`config.mk`:
```
export PLATFORM = sky130hd
export DESIGN_NAME = nabp_filtered_ram_swap_control
export DESIGN_NICKNAME = d
export VERILOG_FILES = /design/src/rtl/nabp_filtered_ram_swap_control.sv
export SDC_FILE = /design/constraint.sdc
export NUM_CORES = 1
export LEC_CHECK = 0
export BUFFER_PORTS_ARGS = -buffer_cell sky130_fd_sc_hd__buf_2
export CAP_MARGIN = 15
export CORE_MARGIN = 4
export CORE_UTILIZATION = 30
export CTS_BUF_LIST = sky130_fd_sc_hd__clkbuf_4
export DETAILED_ROUTE_END_ITERATION = 8
export PLACE_DENSITY = 0.49
export SYNTH_ARGS = -nofsm -noshare
export SYNTH_HDL_FRONTEND = slang
export SYNTH_SLANG_ARGS = --single-unit
```
`constraint.sdc`:
```
create_clock -name i_clk -period 2.6 [get_ports i_clk]
set_clock_uncertainty 0.15 [all_clocks]
set_input_delay 0.39 -clock i_clk [delete_from_list [all_inputs] [get_ports i_clk]]
set_output_delay 0.39 -clock i_clk [all_outputs]
set_load 0.005 [all_outputs]
```
`src/rtl/nabp_filtered_ram_swap_control.sv`:
```
// Ping-pong controller for the two filtered-RAM line banks (filter writes, NABP reader consumes).
// Optional build macro NABP_FR_STALL_COUNT_EN adds o_stall_cycles (starved-request cycle counter).
//
// state | meaning
// IDLE  | waiting for i_start, no writes or grants
// RUN   | filling free banks and granting full banks to the reader
// DRAIN | all angles handed out, waiting for i_pr_done to free the last bank
module nabp_filtered_ram_swap_control #(
  parameter int ANGLE_LENGTH = 8,
  parameter int NO_OF_ANGLES = 180,
  parameter int ANGLE_STEP   = 1,
  parameter int LINE_LEN     = 256,
  parameter int ADDR_LENGTH  = 8,
  parameter int DATA_LENGTH  = 16
) (
  input  logic                           i_clk,
  input  logic                           i_reset_n,
  input  logic                           i_start,
  input  logic                           i_pr_done,
  input  logic                           i_fl_val_valid,
  input  logic signed [DATA_LENGTH-1:0]  i_fl_val,
  output logic                           o_fl_ready,
  output logic [1:0]                     o_ram_we,
  output logic [ADDR_LENGTH-1:0]         o_ram_waddr,
  output logic signed [DATA_LENGTH-1:0]  o_ram_wdata,
  output logic                           o_ram_rd_bank,
  output logic [ANGLE_LENGTH-1:0]        o_fr_angle,
  output logic                           o_fr_has_next_angle,
  input  logic                           i_fr_next_angle,
  output logic                           o_fr_next_angle_ack,
  output logic                           o_done
`ifdef NABP_FR_STALL_COUNT_EN
  ,
  output logic [15:0]                    o_stall_cycles
`endif
);

  localparam int                      CNT_W     = $clog2(NO_OF_ANGLES + 1);
  localparam logic [ADDR_LENGTH-1:0]  LAST_ADDR = ADDR_LENGTH'(LINE_LEN - 1);
  localparam logic [CNT_W-1:0]        N_ANG     = CNT_W'(NO_OF_ANGLES);
  localparam logic [CNT_W-1:0]        LAST_ANG  = CNT_W'(NO_OF_ANGLES - 1);
  localparam logic [ANGLE_LENGTH-1:0] STEP      = ANGLE_LENGTH'(ANGLE_STEP);

  typedef enum logic [1:0] {S_IDLE, S_RUN, S_DRAIN} state_t;
  typedef enum logic [1:0] {B_EMPTY, B_FILLING, B_FULL, B_READING} bank_t;

  state_t                  r_state;
  bank_t                   r_bank [2];
  logic [ANGLE_LENGTH-1:0] r_tag [2];
  logic [1:0]              r_full_q;
  logic                    r_wr_bank;
  logic                    r_rd_bank;
  logic                    r_first;
  logic [ADDR_LENGTH-1:0]  r_waddr;
  logic [ANGLE_LENGTH-1:0] r_fill_angle;
  logic [ANGLE_LENGTH-1:0] r_fr_angle;
  logic [CNT_W-1:0]        r_fills;
  logic [CNT_W-1:0]        r_delivered;

  logic w_active;
  logic w_fl_ready;
  logic w_wr;
  logic w_nb;
  logic w_ack;
  logic w_last_ack;
  logic w_done;

  assign w_active   = (r_state == S_RUN) || (r_state == S_DRAIN);
  assign w_fl_ready = w_active && (r_fills < N_ANG) &&
                      ((r_bank[r_wr_bank] == B_EMPTY) || (r_bank[r_wr_bank] == B_FILLING));
  assign w_wr       = i_fl_val_valid && w_fl_ready;
  assign w_nb       = r_first ? 1'b0 : ~r_rd_bank;
  // r_full_q delays grantability by one cycle after a bank turns FULL
  assign w_ack      = (r_state == S_RUN) && i_fr_next_angle &&
                      (r_bank[w_nb] == B_FULL) && r_full_q[w_nb];
  assign w_last_ack = w_ack && (r_delivered == LAST_ANG);
  assign w_done     = (r_state == S_DRAIN) && i_pr_done;

  assign o_fl_ready          = w_fl_ready;
  assign o_ram_we            = w_wr ? (r_wr_bank ? 2'b10 : 2'b01) : 2'b00;
  assign o_ram_waddr         = r_waddr;
  assign o_ram_wdata         = i_fl_val;
  assign o_ram_rd_bank       = r_rd_bank;
  assign o_fr_angle          = r_fr_angle;
  assign o_fr_has_next_angle = (r_state == S_RUN) && (r_delivered < N_ANG);
  assign o_fr_next_angle_ack = w_ack;
  assign o_done              = w_done;

  always_ff @(posedge i_clk) begin
    if (!i_reset_n) begin
      r_state <= S_IDLE;
      for (int b = 0; b < 2; b++) begin
        r_bank[b] <= B_EMPTY;
        r_tag[b]  <= '0;
      end
      r_full_q     <= '0;
      r_wr_bank    <= 1'b0;
      r_rd_bank    <= 1'b0;
      r_first      <= 1'b1;
      r_waddr      <= '0;
      r_fill_angle <= '0;
      r_fr_angle   <= '0;
      r_fills      <= '0;
      r_delivered  <= '0;
    end else begin
      r_full_q <= {r_bank[1] == B_FULL, r_bank[0] == B_FULL};
      case (r_state)
        S_IDLE: begin
          if (i_start) begin
            r_state <= S_RUN;
            for (int b = 0; b < 2; b++) r_bank[b] <= B_EMPTY;
            r_full_q     <= '0;
            r_wr_bank    <= 1'b0;
            r_first      <= 1'b1;
            r_waddr      <= '0;
            r_fill_angle <= '0;
            r_fills      <= '0;
            r_delivered  <= '0;
          end
        end
        S_RUN: begin
          if (w_last_ack) r_state <= S_DRAIN;
        end
        S_DRAIN: begin
          if (i_pr_done) begin
            r_state <= S_IDLE;
            for (int b = 0; b < 2; b++)
              if (r_bank[b] == B_READING) r_bank[b] <= B_EMPTY;
          end
        end
        default: r_state <= S_IDLE;
      endcase

      if (w_wr) begin
        if (r_waddr == LAST_ADDR) begin
          r_bank[r_wr_bank] <= B_FULL;
          r_tag[r_wr_bank]  <= r_fill_angle;
          r_fill_angle      <= r_fill_angle + STEP;
          r_fills           <= r_fills + 1'b1;
          r_waddr           <= '0;
          r_wr_bank         <= ~r_wr_bank;
        end else begin
          r_bank[r_wr_bank] <= B_FILLING;
          r_waddr           <= r_waddr + 1'b1;
        end
      end

      // the write bank is never READING, so a release cannot collide with a write
      if (w_ack) begin
        r_bank[w_nb] <= B_READING;
        if (r_bank[~w_nb] == B_READING) r_bank[~w_nb] <= B_EMPTY;
        r_rd_bank   <= w_nb;
        r_fr_angle  <= r_tag[w_nb];
        r_delivered <= r_delivered + 1'b1;
        r_first     <= 1'b0;
      end
    end
  end

`ifdef NABP_FR_STALL_COUNT_EN
  logic [15:0] r_stall_cycles;

  always_ff @(posedge i_clk) begin
    if (!i_reset_n) begin
      r_stall_cycles <= '0;
    end else if ((r_state == S_IDLE) && i_start) begin
      r_stall_cycles <= '0;
    end else if ((r_state == S_RUN) && i_fr_next_angle && !w_ack &&
                 (r_stall_cycles != 16'hFFFF)) begin
      r_stall_cycles <= r_stall_cycles + 16'd1;
    end
  end

  assign o_stall_cycles = r_stall_cycles;
`endif

endmodule

```
==> qor.csv, run 1 <==
metric;value;unit
total grt overflow;0;
Final HPWL DP;5781;um
HP Class;in2reg;
power density over the cells;545.5;nW/um^2
RSZ-0062 raised after global routing;no;
vias per cell;5.124;
DIE HEIGHT;114.7;um
post-synthesis register bit count;68;
Max Freq;0.4067;GHz
GRT Total Usage;12.76;%
initial drt markers;172;
num ports;61;
largest net degree at the start of global routing;19;
Slew HR;66.49;%
H-tree depth;3;
CP endpoint;o_ram_we[0];
DRT Wirelength;8092;um
Vias;2859;
met2 usage;19.83;%
status;completed;
reg2reg start;o_ram_waddr[0]$_SDFFE_PN0P_;
Clock Pin Slew Worst Setup and Hold Paths;110;ps
setup TNS;0;ps
period utilization;94.56;%
EDFF count, synth;16;
post-synthesis cell count;394;
critical path class;reg2out;
Clock Latency Late Sink;410;ps
post-layout min period;2459;ps
worst slew pin tran;498.9;ps
antenna-violating nets left;0;
Cell variety after synth;52;
Reg-to-Reg End;r_tag[0][6]$_SDFFCE_PN0P_;
Port Buffers;28;
chip width;114.7;um
syn avg cell area;8.676;sq um
Core Util, Final;34.72;%
drt wl/cell;14.50;um
initial antenna violation count;0;
total CTS buffers;9;
number of antenna repair diodes;0;
WP data required;2060;ps
row count;38;
TritonCTS clock tree;built;
Core Footprint;10980;sq um
arrival time at the worst endpoint;1920;ps
yosys warns;0;
Setup crit end kind;primary output;
critical path launch point type;register;
Max Slew Vio Count;0;
CTS root buf;clkbuf_4;
R2R depth;6;
Pleak;1.402;nW
router iterations before antenna repair;5;
met1 Resource Use GR;17.17;%
flop-to-flop setup slack;210;ps
Layout Area Growth over Synthesis;11.57;%
Clock Path Buffers;2;
overall power;2.080;mW
RD Place Congestion;0.7625;
final hold vios;0;
starting density of the core;31.12;%
CTS sink count;68;
M3 GR Usage;3.737;%
first-pass GRT wire length;13570;um
drt drc;0;
most crowded layer after global routing;met2;
FFs w/ async S/R, synth;0;%
commonest non-fill, non-tap cell in the layout;dfxtp_1;
sequential share of the synthesized area;44.51;%
Syn Std Cell Area;3418;sq um
layout cells sized above 1;17.46;%
CP max FO;8;
maxcap violations;0;
CP startpoint;r_state[0]$_SDFFE_PN0P_;
syn_nets;424;
Final setup viols;0;
Die ar.;13170;sq um
Final #Nets;443;
most frequent cells in the layout;dfxtp_1 (51), nand2_1 (44), o21ai_0 (33);
Worst VDD drop;0.3609;mV
Post-synth top flop;dfxtp_1;
vias in the first global route;2767;
cells in the mapped netlist, types with 2 or more instances:
cell      count  share of area [%]
a211oi_1      3               0.66
a21o_1        2               0.44
a21oi_1      16                2.3
a311oi_1      9                2.3
a31oi_1       7                1.3
and2_1       23                4.2
and3_1       13                2.4
buf_2         8                1.2
buf_4        16                3.5
clkbuf_1      9               0.99
dfxtp_1      52                 30
edfxtp_1     16                 14
ha_1          8                2.9
inv_1        11                1.2
mux2i_1       6                1.8
nand2_1      44                4.8
nand2b_1      4               0.73
nand3_1      29                4.2
nand3b_1      4               0.88
nand4_1       5               0.92
nor2_1       24                2.6
nor3_1        6               0.88
nor4_1        7                1.3
o21ai_0      33                4.8
o22a_1        2               0.51
o22ai_1       3               0.55
or3_1         9                1.6
critical path, stage by stage (launching register included):
cell and delay [ps]:
dfxtp_1 370, inv_1 90, ha_1 320, and3_2 280, nand2_1 140, nor2_1 170
buf_2 140
worst min path at each step:
| stage | from | endpoint | cells past startpoint |
|---|---|---|---|
| floorplan | r_bank[1][0]$_SDFFE_PP0P_ | r_full_q[1]$_SDFF_PN0_ | 1 |
| global placement | r_bank[1][0]$_SDFFE_PP0P_ | r_full_q[1]$_SDFF_PN0_ | 1 |
| detailed placement | r_bank[1][0]$_SDFFE_PP0P_ | r_full_q[1]$_SDFF_PN0_ | 1 |
| CTS | i_reset_n | o_ram_waddr[0]$_SDFFE_PN0P_ | 2 |
| global route | i_reset_n | o_ram_waddr[0]$_SDFFE_PN0P_ | 2 |
| finish | i_reset_n | o_ram_waddr[0]$_SDFFE_PN0P_ | 2 |
layout make-up:
class,count,area (sq um)
repair buffers,42,245.2
inverters,12,52.55
flip-flops and latches,68,1523
repair inverters,1,6.256
multi-input cells,279,1672
fillers,1152,7169
well taps,140,175.2
clock inverters,6,65.06
clock buffers,10,75.07
cells by family (layout without fill, tap and decap cells):
logic type	count (synthesis)	in the layout	synth area share [%]
and+or+nand+nor	176	176	27.16
AOI/OAI and AO/OA	89	89	16.40
DFF	68	68	44.51
adders and majority gates	8	8	2.928
buffers and inverters	47	71	7.247
muxes	6	6	1.757
registers in the layout (all words and copies together) (netlist names), named ones only:
register       count
r_bank             4
o_ram_rd_bank      1
r_full_q           2
r_first            1
r_wr_bank          1
r_fills            8
o_fr_angle         8
r_tag             16
r_state            2
o_ram_waddr        8
r_fill_angle       8
r_delivered        8
report_power, final:
| group | internal (mW) | switching, mW |
|---|---|---|
| logic | 0.0981 | 0.164 |
| clock network | 0.302 | 0.399 |
| registers | 1.10 | 0.0153 |
| total | 1.50 | 0.578 |
stage by stage:
stage                     setup WS, ps  area [sq um]  hold slack (ps)  instances
final                            141.5          3814            213.9        558
after global routing             2.292          3814            180.8        558
after CTS                        5.310          3812            175.1        558
after detailed placement         233.8          3628            317.3        540
after global placement           281.5          3628            300.3        540
after floorplan                  336.5          3418            273.8        394
layer usage:
| layer | wire, um | part of all wire [%] |
|---|---|---|
| met5 | 0 | 0 |
| met4 | 37 | 0.46 |
| met3 | 359 | 4.4 |
| met2 | 3719 | 46 |
| met1 | 3976 | 49 |
what timing repair did:
action	CTS	global route
hold buffers	0	0
setup buffers	1	0
pin swaps	1	1
cloned	1	0
resized for setup	6	4
setup endpoints to repair	1	3
Note: power is estimated with default switching activity, not from simulation.
==> run 2, diff against run 1 <==
--- a/config.mk
+++ b/config.mk
@@ -8,10 +8,11 @@
 export BUFFER_PORTS_ARGS = -buffer_cell sky130_fd_sc_hd__buf_2
 export CAP_MARGIN = 15
 export CORE_MARGIN = 4
-export CORE_UTILIZATION = 30
+export CORE_UTILIZATION = 58
 export CTS_BUF_LIST = sky130_fd_sc_hd__clkbuf_4
 export DETAILED_ROUTE_END_ITERATION = 8
-export PLACE_DENSITY = 0.49
+export HOLD_SLACK_MARGIN = 0.12
+export PLACE_DENSITY = 0.83
 export SYNTH_ARGS = -nofsm -noshare
 export SYNTH_HDL_FRONTEND = slang
 export SYNTH_SLANG_ARGS = --single-unit
==> qor.csv, run 2 (synthesized netlist as in run 1, its figures left out) <==
metric;value;unit;change
hold buffers post-CTS;0;;unchanged
Max Slew Vio Count;0;;unchanged
DIE HEIGHT;84.77;um;was 114.7 um
Final WS setup;105.4;ps;was 141.5 ps
layout cells sized above 1;17.22;%;was 17.46%
Worst VDD drop;0.4688;mV;was 0.3609 mV
Setup crit end kind;primary output;;unchanged
DRT Wirelength;7652;um;was 8092 um
Clock Path Buffers;2;;unchanged
Vias;2955;;was 2859
Layout Area Growth over Synthesis;10.47;%;was 11.57%
Die ar.;7186;sq um;was 13170 sq um
hold endpoint;r_first$_SDFFE_PN1P_;;was o_ram_waddr[0]$_SDFFE_PN0P_
Largest stage delay, worst path;410;ps;was 370 ps
drt drc;0;;unchanged
RD Place Congestion;0.8667;;was 0.7625
Reg-to-Reg End;r_tag[0][3]$_SDFFCE_PN0P_;;was r_tag[0][6]$_SDFFCE_PN0P_
flop-to-flop setup slack;200;ps;was 210 ps
hold depth;2;;unchanged
TritonCTS clock tree;built;;unchanged
Clock Latency Late Sink;420;ps;was 410 ps
commonest non-fill, non-tap cell in the layout;dfxtp_1;;unchanged
dpl cell area;3521;sq um;was 3628 sq um
Final #Nets;443;;unchanged
HP Class;in2reg;;unchanged
vias in the first global route;2802;;was 2767
initial antenna violation count;0;;unchanged
GRT Total Usage;21.87;%;was 12.76%
arrival time at the worst endpoint;1950;ps;was 1920 ps
Slew HR;60.02;%;was 66.49%
fin area;3776;sq um;was 3814 sq um
pre-CTS setup slack;190.4;ps;was 233.8 ps
drt wl/cell;15.62;um;was 14.50 um
CTS sink count;68;;unchanged
first-pass GRT wire length;12830;um;was 13570 um
most frequent cells in the layout;dfxtp_1 (52), nand2_1 (43), o21ai_0 (33);;was dfxtp_1 (51), nand2_1 (44), o21ai_0 (33)
period utilization;95.95;%;was 94.56%
Hold Startpoint;i_reset_n;;unchanged
WP data required;2060;ps;about the same
Inst Count DP;469;;was 540
status;completed;;unchanged
number of antenna repair diodes;0;;unchanged
setup TNS;0;ps;unchanged
Min Hold Slack;229.6;ps;was 213.9 ps
Final HPWL DP;5206;um;was 5781 um
CP max FO;10;;was 8
antenna-violating nets left;0;;unchanged
num ports;61;;unchanged
Final setup viols;0;;unchanged
power density over the cells;603.5;nW/um^2;was 545.5 nW/um^2
Port Buffers;28;;unchanged
critical path launch point type;register;;unchanged
final hold vios;0;;unchanged
row count;27;;was 38
Pleak;1.417;nW;was 1.402 nW
worst slew pin tran;594.8;ps;was 498.9 ps
Core Footprint;5608;sq um;was 10980 sq um
largest net degree at the start of global routing;21;;was 19
vias per cell;6.031;;was 5.124
crit path max-delay cell type;nor4b_4;;was dfxtp_1
H-tree depth;3;;unchanged
router iterations before antenna repair;5;;unchanged
initial drt markers;260;;was 172
maxcap violations;0;;unchanged
Clock Pin Slew Worst Setup and Hold Paths;120;ps;was 110 ps
critical path class;reg2out;;unchanged
fin cells;490;;was 558
post-layout min period;2495;ps;was 2459 ps
CTS root buf;clkbuf_4;;unchanged
Cell Chain, Critical Path;inv_1, ha_1, nand2_1, nor4b_4, a21oi_4, clkinv_4, buf_2;;was inv_1, ha_1, and3_2, nand2_1, nor2_1, buf_2
total grt overflow;0;;unchanged
R2R depth;6;;unchanged
max reg flops;16;;unchanged
starting density of the core;60.95;%;was 31.12%
reg2reg start;o_ram_waddr[0]$_SDFFE_PN0P_;;unchanged
Largest Register;r_tag;;unchanged
chip width;84.77;um;was 114.7 um
total CTS buffers;9;;unchanged
Max Freq;0.4009;GHz;was 0.4067 GHz
==> run 2: stage by stage <==
| stage | utilization (%) | power (mW) |
|---|---|---|
| after global placement | 62.78 | 1.386 |
| after global routing | 67.34 | 2.367 |
| final | 67.34 | 2.279 |
| after CTS | 66.58 | 2.285 |
| after detailed placement | 62.78 | 1.395 |
| after floorplan | - | 1.327 |
==> run 2: final cells by class <==
class	count	area [sq um]
Fill cell	455	1832
Multi-Input combinational cell	279	1672
Tap cell	72	90.09
Clock inverter	7	122.6
Sequential cell	68	1521
Timing Repair Buffer	42	245.2
Timing Repair inverter	1	7.507
Inverter	12	50.05
Clock buffer	9	67.56
==> run 2: critical path: cells and delay by family (launching register included) <==
kind	cells	cell delay, ps
AOI/OAI and AO/OA	1	100
adders and majority gates	1	210
buffers and inverters	3	340
and+or+nand+nor	2	540
DFF	1	350
==> run 2: worst max path at each step <==
stage                                           start                   endpoint  slack [ps]  cells past startpoint
after floorplan               r_state[0]$_SDFFE_PN0P_  r_tag[1][0]$_SDFFCE_PN0P_         340                      7
after global placement    o_ram_waddr[0]$_SDFFE_PN0P_  r_tag[0][5]$_SDFFCE_PN0P_         310                      6
after detailed placement  o_ram_waddr[0]$_SDFFE_PN0P_  r_tag[0][5]$_SDFFCE_PN0P_         190                      6
after CTS                     r_state[1]$_SDFFE_PN0P_        o_fr_next_angle_ack          60                      7
after global routing          r_state[1]$_SDFFE_PN0P_        o_fr_next_angle_ack         -30                      7
final                         r_state[1]$_SDFFE_PN0P_        o_fr_next_angle_ack         110                      7
==> run 2: layer usage <==
| metal | routed length (um) | GRT usage, % | vias to the layer above |
|---|---|---|---|
| met5 | 0 | 0 | - |
| met4 | 121 | 11.80 | 0 |
| met3 | 463 | 5.888 | 14 |
| met2 | 3627 | 33.67 | 120 |
| met1 | 3440 | 27.91 | 1367 |
| li1 | - | - | 1454 |
==> run 2: repair_timing <==
action	CTS	global route
gates cloned	1	0
endpoints found under the setup margin	1	12
hold endpoints to repair	0	0
resized for setup	3	4
pin swaps	0	2
buffers inserted	0	4
==> run 2: power by group <==
part | switching (mW) | internal, mW | total (mW)
combinational | 0.163 | 0.0977 | 0.261
sequential | 0.0153 | 1.10 | 1.12
clock | 0.407 | 0.493 | 0.900
==> run 3, diff against run 2 <==
--- a/config.mk
+++ b/config.mk
@@ -13,6 +13,7 @@
 export DETAILED_ROUTE_END_ITERATION = 8
 export HOLD_SLACK_MARGIN = 0.12
 export PLACE_DENSITY = 0.83
+export REMOVE_ABC_BUFFERS = 1
 export SYNTH_ARGS = -nofsm -noshare
 export SYNTH_HDL_FRONTEND = slang
 export SYNTH_SLANG_ARGS = --single-unit
==> qor.csv, run 3 (synthesized netlist as in run 1, its figures left out) <==
metric;value;unit;change
most frequent cells in the layout;dfxtp_1 (52), nand2_1 (44), o21ai_0 (33);;was dfxtp_1 (52), nand2_1 (43), o21ai_0 (33)
Clock Pin Slew Worst Setup and Hold Paths;120;ps;about the same
number of antenna repair diodes;0;;unchanged
DR WL met2;3374;um;was 3627 um
Layout Area Growth over Synthesis;9.737;%;was 10.47%
Setup crit end kind;primary output;;unchanged
TritonCTS clock tree;built;;unchanged
vias per cell;6.016;;was 6.031
power density over the cells;605.8;nW/um^2;was 603.5 nW/um^2
Pleak;1.419;nW;was 1.417 nW
hold buffers post-CTS;0;;unchanged
period utilization;94.99;%;was 95.95%
drt drc;0;;unchanged
critical path class;reg2out;;unchanged
Inst Count DP;470;;was 469
DRT Wirelength;7489;um;was 7652 um
fin cells;489;;was 490
Max Freq;0.4049;GHz;was 0.4009 GHz
Vias;2942;;was 2955
num ports;61;;unchanged
Die ar.;7186;sq um;unchanged
critical path launch point type;register;;unchanged
RSZ-0062 raised after global routing;no;;
Final setup viols;0;;unchanged
Clock Latency Late Sink;420;ps;about the same
hold depth;2;;unchanged
Worst VDD drop;0.3667;mV;was 0.4688 mV
Final HPWL DP;5216;um;was 5206 um
dpl cell area;3528;sq um;was 3521 sq um
CTS root buf;clkbuf_4;;unchanged
total CTS buffers;9;;unchanged
router iterations before antenna repair;5;;unchanged
final hold vios;0;;unchanged
Layout fillers;459;;was 455
RD Place Congestion;0.8606;;was 0.8667
vias in the first global route;2734;;was 2802
DIE HEIGHT;84.77;um;unchanged
R2R depth;6;;unchanged
Clock Path Buffers;2;;unchanged
Port Buffers;28;;unchanged
first-pass GRT wire length;12570;um;was 12830 um
Max Slew Vio Count;0;;unchanged
max reg flops;16;;unchanged
maxcap violations;0;;unchanged
hold endpoint;r_first$_SDFFE_PN1P_;;unchanged
setup TNS;0;ps;unchanged
post-layout min period;2470;ps;was 2495 ps
layout cells sized above 1;16.55;%;was 17.22%
met3 WL;633;um;was 463 um
starting density of the core;60.95;%;unchanged
total grt overflow;0;;unchanged
flop-to-flop setup slack;180;ps;was 200 ps
fin area;3751;sq um;was 3776 sq um
Final #Nets;442;;was 443
initial drt markers;172;;was 260
arrival time at the worst endpoint;1930;ps;was 1950 ps
initial antenna violation count;0;;unchanged
WP data required;2060;ps;about the same
reg2reg start;o_ram_waddr[0]$_SDFFE_PN0P_;;unchanged
GRT Total Usage;21.51;%;was 21.87%
H-tree depth;3;;unchanged
commonest non-fill, non-tap cell in the layout;dfxtp_1;;unchanged
antenna-violating nets left;0;;unchanged
status;completed;;unchanged
Largest Register;r_tag;;unchanged
Slew HR;46.84;%;was 60.02%
worst slew pin tran;793.7;ps;was 594.8 ps
Min Hold Slack;200.3;ps;was 229.6 ps
Top Layer Used;met4;;unchanged
Core Footprint;5608;sq um;unchanged
CP max FO;8;;was 10
drt wl/cell;15.31;um;was 15.62 um
HP Class;in2reg;;unchanged
largest net degree at the start of global routing;23;;was 21
chip width;84.77;um;unchanged
Hold Startpoint;i_reset_n;;unchanged
row count;27;;unchanged
Reg-to-Reg End;r_tag[0][4]$_SDFFCE_PN0P_;;was r_tag[0][3]$_SDFFCE_PN0P_
CTS sink count;68;;unchanged
met1 wire length;3381;um;was 3440 um
## run 3: cell types whose count changed in the layout (fill, tap and decap cells not counted), sizes merged
cell      delta
buf          -1
inv          -2
clkinv       +2
clkinvlp     -1
clkbuf       +1
## run 3: cell type report
type                    count  area (sq um)  share of cell area [%]
clock buffers              10         75.07                   2.001
flip-flops and latches     68          1521                   40.56
well taps                  72         90.09                   2.402
repair buffers             41         237.7                   6.338
inverters                  12         50.05                   1.334
clock inverters             6         113.9                   3.035
multi-input cells         279          1658                   44.20
repair inverters            1         5.005                  0.1334
## run 3: what timing repair did
| item | CTS | global route |
|---|---|---|
| buffers inserted | 0 | 2 |
| cloned | 0 | 1 |
| pin swaps | 0 | 2 |
| resized for setup | 1 | 4 |
| endpoints found under the setup margin | 1 | 2 |
## run 3: metal layers
| layer | vias to the layer above | global-route usage, % |
|---|---|---|
| met5 | - | 0 |
| li1 | 1450 | - |
| met4 | 0 | 7.194 |
| met2 | 127 | 31.39 |
| met3 | 10 | 8.636 |
| met1 | 1355 | 29.00 |
## run 3: critical path: stages, from the launching register on
cell and delay, ps:
dfxtp_1 400, inv_1 90, ha_1 330, and3_2 270, nand2_1 130, nor2_1 150, buf_2 140
## run 3: per-stage QoR
step | utilization (%) | power [mW] | setup WS, ps
finish | 66.89 | 2.272 | 130.3
global route | 66.89 | 2.371 | 21.39
CTS | 66.33 | 2.280 | 17.19
detailed placement | 62.92 | 1.395 | 218.6
global placement | 62.92 | 1.385 | 333.1
floorplan | - | 1.294 | 342.4
## run 3: power by group
group | switching, mW | leakage [nW] | internal (mW)
combinational | 0.160 | 0.755 | 0.0969
sequential | 0.0147 | 0.571 | 1.10
clock | 0.400 | 0.0928 | 0.499
## run 3: how the worst max path moves through the flow
stage                                start                        end  slack [ps]  depth (start not counted)
2_1_floorplan  o_ram_waddr[0]$_SDFFE_PN0P_  r_tag[1][0]$_SDFFCE_PN0P_         340                          5
3_3_place_gp   o_ram_waddr[0]$_SDFFE_PN0P_  r_tag[0][7]$_SDFFCE_PN0P_         330                          6
3_5_place_dp   o_ram_waddr[0]$_SDFFE_PN0P_  r_tag[0][3]$_SDFFCE_PN0P_         220                          6
4_1_cts            r_state[1]$_SDFFE_PN0P_        o_fr_next_angle_ack          20                          7
5_1_grt        o_ram_waddr[0]$_SDFFE_PN0P_  r_tag[0][4]$_SDFFCE_PN0P_          20                          6
6_report           r_state[1]$_SDFFE_PN0P_                o_ram_we[0]         130                          6
